$ cat src/rtl/rv32i_pkg.sv
`default_nettype none
// ----------------------------------------------------------------------------
// rv32i_pkg: load funct3 encodings, writeback states, load legality check
// Rev 1.0
// ----------------------------------------------------------------------------
package rv32i_pkg;

  localparam logic [2:0] c_F3_LB  = 3'd0;
  localparam logic [2:0] c_F3_LH  = 3'd1;
  localparam logic [2:0] c_F3_LW  = 3'd2;
  localparam logic [2:0] c_F3_LBU = 3'd4;
  localparam logic [2:0] c_F3_LHU = 3'd5;

  typedef enum logic [0:0] {
    IDLE      = 1'b0,
    LOAD_WAIT = 1'b1
  } wb_state_t;

  // Misaligned halfword/word accesses and reserved encodings are rejected.
  function automatic logic load_bad(input logic [2:0] f3, input logic [1:0] off);
    logic bad;
    case (f3)
      c_F3_LB, c_F3_LBU: bad = 1'b0;
      c_F3_LH, c_F3_LHU: bad = off[0];
      c_F3_LW:           bad = (off != 2'd0);
      default:           bad = 1'b1;
    endcase
    return bad;
  endfunction

endpackage
`default_nettype wire

$ cat src/rtl/load_align.sv
`default_nettype none
// ----------------------------------------------------------------------------
// load_align: byte/half lane select and sign/zero extension of load data
// Rev 1.0
// ----------------------------------------------------------------------------
module load_align
  import rv32i_pkg::*;
(
  input  logic [2:0]  i_funct3,
  input  logic [1:0]  i_off,
  input  logic [31:0] i_rdata,
  output logic [31:0] o_data
);

  logic [7:0]  w_byte;
  logic [15:0] w_half;

  always_comb begin
    w_byte = 8'd0;
    case (i_off)
      2'd0: w_byte = i_rdata[7:0];
      2'd1: w_byte = i_rdata[15:8];
      2'd2: w_byte = i_rdata[23:16];
      2'd3: w_byte = i_rdata[31:24];
      default: w_byte = 8'd0;
    endcase
  end

  assign w_half = i_off[1] ? i_rdata[31:16] : i_rdata[15:0];

  always_comb begin
    o_data = 32'd0;
    case (i_funct3)
      c_F3_LB:  o_data = {{24{w_byte[7]}}, w_byte};
      c_F3_LH:  o_data = {{16{w_half[15]}}, w_half};
      c_F3_LW:  o_data = i_rdata;
      c_F3_LBU: o_data = {24'd0, w_byte};
      c_F3_LHU: o_data = {16'd0, w_half};
      default:  o_data = 32'd0;
    endcase
  end

endmodule
`default_nettype wire

$ cat src/rtl/writeback_unit.sv
`default_nettype none
// ----------------------------------------------------------------------------
// writeback_unit: RV32I writeback with load wait; WB_TIMEOUT_EN adds load abort
// Rev 1.0
// ----------------------------------------------------------------------------
module writeback_unit
  import rv32i_pkg::*;
#(
  parameter int TIMEOUT_CYCLES = 16
) (
  input  logic        clock,
  input  logic        reset_n,
  input  logic        ex_valid,
  output logic        ex_ready,
  input  logic [4:0]  ex_rd,
  input  logic [31:0] ex_result,
  input  logic        ex_is_load,
  input  logic [2:0]  ex_funct3,
  input  logic        mem_rvalid,
  input  logic [31:0] mem_rdata,
  output logic [4:0]  rd_addr,
  output logic [31:0] w_val,
  output logic        retire,
  output logic        load_err
);

  wb_state_t   r_state, w_state_nxt;
  logic [4:0]  r_ld_rd;
  logic [2:0]  r_ld_f3;
  logic [1:0]  r_ld_off;
  logic        w_lat_en;
  logic [4:0]  w_rd_nxt;
  logic [31:0] w_val_nxt;
  logic        w_retire_nxt;
  logic        w_err_nxt;
  logic [31:0] w_aligned;
  logic        w_timeout;

  load_align u_align (
    .i_funct3 (r_ld_f3),
    .i_off    (r_ld_off),
    .i_rdata  (mem_rdata),
    .o_data   (w_aligned)
  );

`ifdef WB_TIMEOUT_EN
  localparam int c_CNT_W = $clog2(TIMEOUT_CYCLES + 1);
  logic [c_CNT_W-1:0] r_cnt;

  always_ff @(posedge clock or negedge reset_n) begin
    if (!reset_n)
      r_cnt <= '0;
    else if (r_state == LOAD_WAIT)
      r_cnt <= r_cnt + 1'b1;
    else
      r_cnt <= '0;
  end

  assign w_timeout = (r_cnt == c_CNT_W'(TIMEOUT_CYCLES - 1));
`else
  logic w_unused_timeout;
  assign w_unused_timeout = (TIMEOUT_CYCLES != 0);
  assign w_timeout        = 1'b0;
`endif

  assign ex_ready = (r_state == IDLE);

  always_comb begin
    w_state_nxt  = r_state;
    w_lat_en     = 1'b0;
    w_rd_nxt     = 5'd0;
    w_val_nxt    = 32'd0;
    w_retire_nxt = 1'b0;
    w_err_nxt    = 1'b0;
    case (r_state)
      IDLE: begin
        if (ex_valid) begin
          if (!ex_is_load) begin
            w_rd_nxt     = ex_rd;
            w_val_nxt    = ex_result;
            w_retire_nxt = 1'b1;
          end else if (load_bad(ex_funct3, ex_result[1:0])) begin
            w_err_nxt = 1'b1;
          end else begin
            w_lat_en    = 1'b1;
            w_state_nxt = LOAD_WAIT;
          end
        end
      end
      LOAD_WAIT: begin
        // A response on the last allowed cycle takes priority over the abort.
        if (mem_rvalid) begin
          w_rd_nxt     = r_ld_rd;
          w_val_nxt    = w_aligned;
          w_retire_nxt = 1'b1;
          w_state_nxt  = IDLE;
        end else if (w_timeout) begin
          w_err_nxt   = 1'b1;
          w_state_nxt = IDLE;
        end
      end
      default: w_state_nxt = IDLE;
    endcase
  end

  always_ff @(posedge clock or negedge reset_n) begin
    if (!reset_n) begin
      r_state  <= IDLE;
      r_ld_rd  <= 5'd0;
      r_ld_f3  <= 3'd0;
      r_ld_off <= 2'd0;
      rd_addr  <= 5'd0;
      w_val    <= 32'd0;
      retire   <= 1'b0;
      load_err <= 1'b0;
    end else begin
      r_state  <= w_state_nxt;
      rd_addr  <= w_rd_nxt;
      w_val    <= w_val_nxt;
      retire   <= w_retire_nxt;
      load_err <= w_err_nxt;
      if (w_lat_en) begin
        r_ld_rd  <= ex_rd;
        r_ld_f3  <= ex_funct3;
        r_ld_off <= ex_result[1:0];
      end
    end
  end

endmodule
`default_nettype wire

$ cat config.mk
export PLATFORM = sky130hd
export DESIGN_NAME = writeback_unit
export DESIGN_NICKNAME = d
export VERILOG_FILES = /design/src/rtl/rv32i_pkg.sv /design/src/rtl/load_align.sv /design/src/rtl/writeback_unit.sv
export SDC_FILE = /design/constraint.sdc
export NUM_CORES = 1
export LEC_CHECK = 0
export ABC_AREA = 1
export BUFFER_PORTS_ARGS = -buffer_cell sky130_fd_sc_hd__buf_4
export CORE_ASPECT_RATIO = 1.75
export CORE_UTILIZATION = 49
export CTS_BUF_LIST = sky130_fd_sc_hd__clkbuf_4 sky130_fd_sc_hd__clkbuf_8
export DETAILED_ROUTE_END_ITERATION = 8
export PLACE_DENSITY = 0.91
export SLEW_MARGIN = 20
export SYNTH_ARGS = -nofsm -noshare
export SYNTH_HDL_FRONTEND = slang
export SYNTH_SLANG_ARGS = --single-unit
$ cat constraint.sdc
create_clock -name clock -period 1.5 [get_ports clock]
set_input_delay 0.3 -clock clock [delete_from_list [all_inputs] [get_ports clock]]
set_output_delay 0.3 -clock clock [all_outputs]
set_load 0.01 [all_outputs]
==> flow_summary.json <==
{
  "p_comb_share_pct": 37.0,
  "diodes": 0,
  "finClkSkew_ns": 0.0107,
  "place_area_um2": 3730,
  "crit_path_top_delay_cell": "dfrtp_1",
  "slew-limit-headroom_pct": 58.2,
  "insertion_delay_ns": 0.31,
  "drtPass1Iterations": 5,
  "holdBufCountCts": 0,
  "drv_slew": 0,
  "synth.cell_area_um2": 2740,
  "crit_path_start_kind": "register",
  "synth_cell_type_count": 21,
  "dr.first_iter.drc_count": 142,
  "final_nets": 605,
  "first_global_vias": 2908,
  "r2r-start": "r_ld_f3[0]$_DFFE_PN0P_",
  "crit_cells": 8,
  "grt_usage_pct": 27.3,
  "seq_power_share_pct": 41.2,
  "area_growth_pct": 40.7,
  "power.switching_mw": 1.42,
  "worstSetupPathType": "reg -> reg",
  "cts_made_buffers": 5,
  "cp_cell_sequence": "nor2_2 -> nand2_2 -> buf_4 -> nor2_1 -> nor2_1 -> nand2_1 -> nand2_1 -> nand2_1",
  "coreArea_um2": 5340,
  "drv_cap": 0,
  "num_rows": 35,
  "dieHeight_um": 101,
  "crit_path_end": "w_val[18]$_DFF_PN0_",
  "route.vias.total": 2907,
  "worst_pin_slew_ns": 0.627,
  "hpwl_um": 5960,
  "pre_cts_slack_ns": 0.0224,
  "cp.arrival_ns": 1.61,
  "grt_pass1_wl_um": 12300,
  "rsz0062_at_grt": "false",
  "dp_cells": 594,
  "seq_area_frac_synth_pct": 45.6,
  "setup_tns_ns": 0,
  "hold_viol": 7,
  "setup_viol": 0,
  "drive_gt1_share_pct": 29.5,
  "io_pins": 117,
  "root_buffer": "clkbuf_8",
  "synthCells": 404,
  "grt.overflow.total": 0,
  "path_delay_family": "simple AND/OR/NAND/NOR gates",
  "dieArea_um2": 5910,
  "leakagePower_nw": 2.35,
  "vdd_drop_max_mv": 0.644,
  "p_per_area_nw_per_um2": 1000,
  "path_common_cell": "nand2_1",
  "p_int_mw": 2.46,
  "cts_tree": "done",
  "layout_commonest_cell": "nand2_1",
  "synth_warnings": 0,
  "cts_max_level": 2,
  "fillers": 463,
  "antenna_found_initial": 0,
  "grt_max_degree": 51,
  "ys_ff_latch": 50,
  "layout_min_cycle_time_ns": 1.37,
  "crit_path_end_kind": "register",
  "start_util_pct": 51.3,
  "die_w_um": 58.6,
  "post-route-period-util_pct": 91.6,
  "startpoint": "r_ld_f3[0]$_DFFE_PN0P_",
  "cp_max_fo": 16,
  "synth_nets": 481,
  "fin_area_um2": 3860,
  "critPathRequiredTime_ns": 1.74,
  "clkSlewWorstSetupHoldPaths_ns": 0.10,
  "whs_ns": -0.0232,
  "status": "finished, violations left",
  "violations": "negative hold slack",
  "r2r_end": "w_val[18]$_DFF_PN0_",
  "avgSynthCellArea_um2": 6.79,
  "fin_util_pct": 72.2,
  "critPathBufInv": 1,
  "wl_um": 7580,
  "cts.sinks": 50,
  "clkPwrFrac_pct": 21.8,
  "clk_path_buf_depth": 2,
  "avgViaCountPerCell": 4.82,
  "io_buffers": 116,
  "fmax_ghz": 0.728,
  "r2r.worst_path.cells": 8,
  "wire_per_inst_um": 12.6,
  "worst_slack_ns": 0.126,
  "place_congestion": 0.881,
  "power_switching_share_pct": 36.6,
  "finalNonFillerCells": 603,
  "mostFrequentLayoutCells": "189 x nand2_1, 130 x buf_4, 50 x inv_1",
  "slowest_delay_ns": 0.46,
  "rrSetupSlack_ns": 0.13,
  "hold_path_class": "in -> async",
  "drtAntennaViolNets": 0,
  "post-route-drc-count": 0
}
## cell families after synthesis
logic type / Yosys count / synth area share, %
AO/OA/AOI/OAI: 37 / 7.16
buffers and inverters: 69 / 10.8
flip-flops: 50 / 45.6
AND/OR/NAND/NOR: 248 / 36.4
## worst min path at each step
stage	from	to	slack, ns	cells after the start
2_1_floorplan	reset_n	load_err$_DFF_PN0_	0.004	0
3_3_place_gp	reset_n	w_val[4]$_DFF_PN0_	0.35	1
3_5_place_dp	reset_n	w_val[3]$_DFF_PN0_	0.35	1
4_1_cts	reset_n	load_err$_DFF_PN0_	0.02	1
5_1_grt	reset_n	w_val[3]$_DFF_PN0_	0.05	1
6_report	reset_n	w_val[3]$_DFF_PN0_	-0.02	1
## synthesized netlist by cell type
master	count	share of area, %
buf_6	4	1.6
nor2_1	35	4.8
nand4_2	1	0.46
nor3_1	2	0.36
nand2_4	1	0.41
nand2_2	2	0.46
nor4_1	1	0.23
buf_2	5	0.91
nor2_8	1	0.73
inv_1	50	6.8
nor2_4	1	0.41
o21ai_0	31	5.7
clkinv_1	1	0.14
dfrtp_1	50	46
o21ai_4	1	0.59
nand3_1	14	2.6
inv_2	4	0.55
clkbuf_1	4	0.55
a21oi_1	5	0.91
clkbuf_2	1	0.18
nand2_1	190	26
## registers in the layout, summed over array words and instances (netlist names)
register and count:
load_err 1, r_ld_f3 3, r_ld_off 2, r_ld_rd 5, r_state 1, rd_addr 5
retire 1, w_val 32
## power groups by stage
stage	combinational [mW]	sequential [mW]	clock, mW
2_1_floorplan	0.831	1.63	0
3_3_place_gp	1.38	1.61	0
3_5_place_dp	1.40	1.62	0
4_1_cts	1.41	1.59	0.856
5_1_grt	1.61	1.62	0.901
6_report	1.43	1.60	0.844
## through the flow
| stage | hold slack [ns] | power, mW |
|---|---|---|
| 3_5_place_dp | 0.354 | 3.01 |
| 5_1_grt | 0.0495 | 4.13 |
| 2_1_floorplan | 0.00441 | 2.46 |
| 4_1_cts | 0.0172 | 3.85 |
| 3_3_place_gp | 0.350 | 2.98 |
| 6_report | -0.0232 | 3.88 |
## layout make-up
type                    instances  area (um^2)  share of cell area [%]
well taps                      74         92.6                    2.40
multi-input cells             285         1200                    31.2
flip-flops and latches         50         1250                    32.5
clock inverters                 3         28.8                   0.746
clock buffers                   5         68.8                    1.78
inverters                      55          215                    5.58
repair buffers                131          996                    25.8
## layer usage
metal  wire, um  share of wire [%]  up-vias  global-route usage (%)
met1       2600                 34     1325                    28.7
met4        257                3.4        0                    13.2
met3        306                4.0       20                    1.93
met5          0                  0        -                       0
met2       4420                 58      105                    52.6
li1           -                  -     1457                       -
## repair_timing
action,4_1_cts,5_1_grt
buffers inserted,0,1
setup endpoints to repair,0,27
hold endpoints to repair,0,0
resized for setup,0,8
Power figures use the tool's default switching activity.
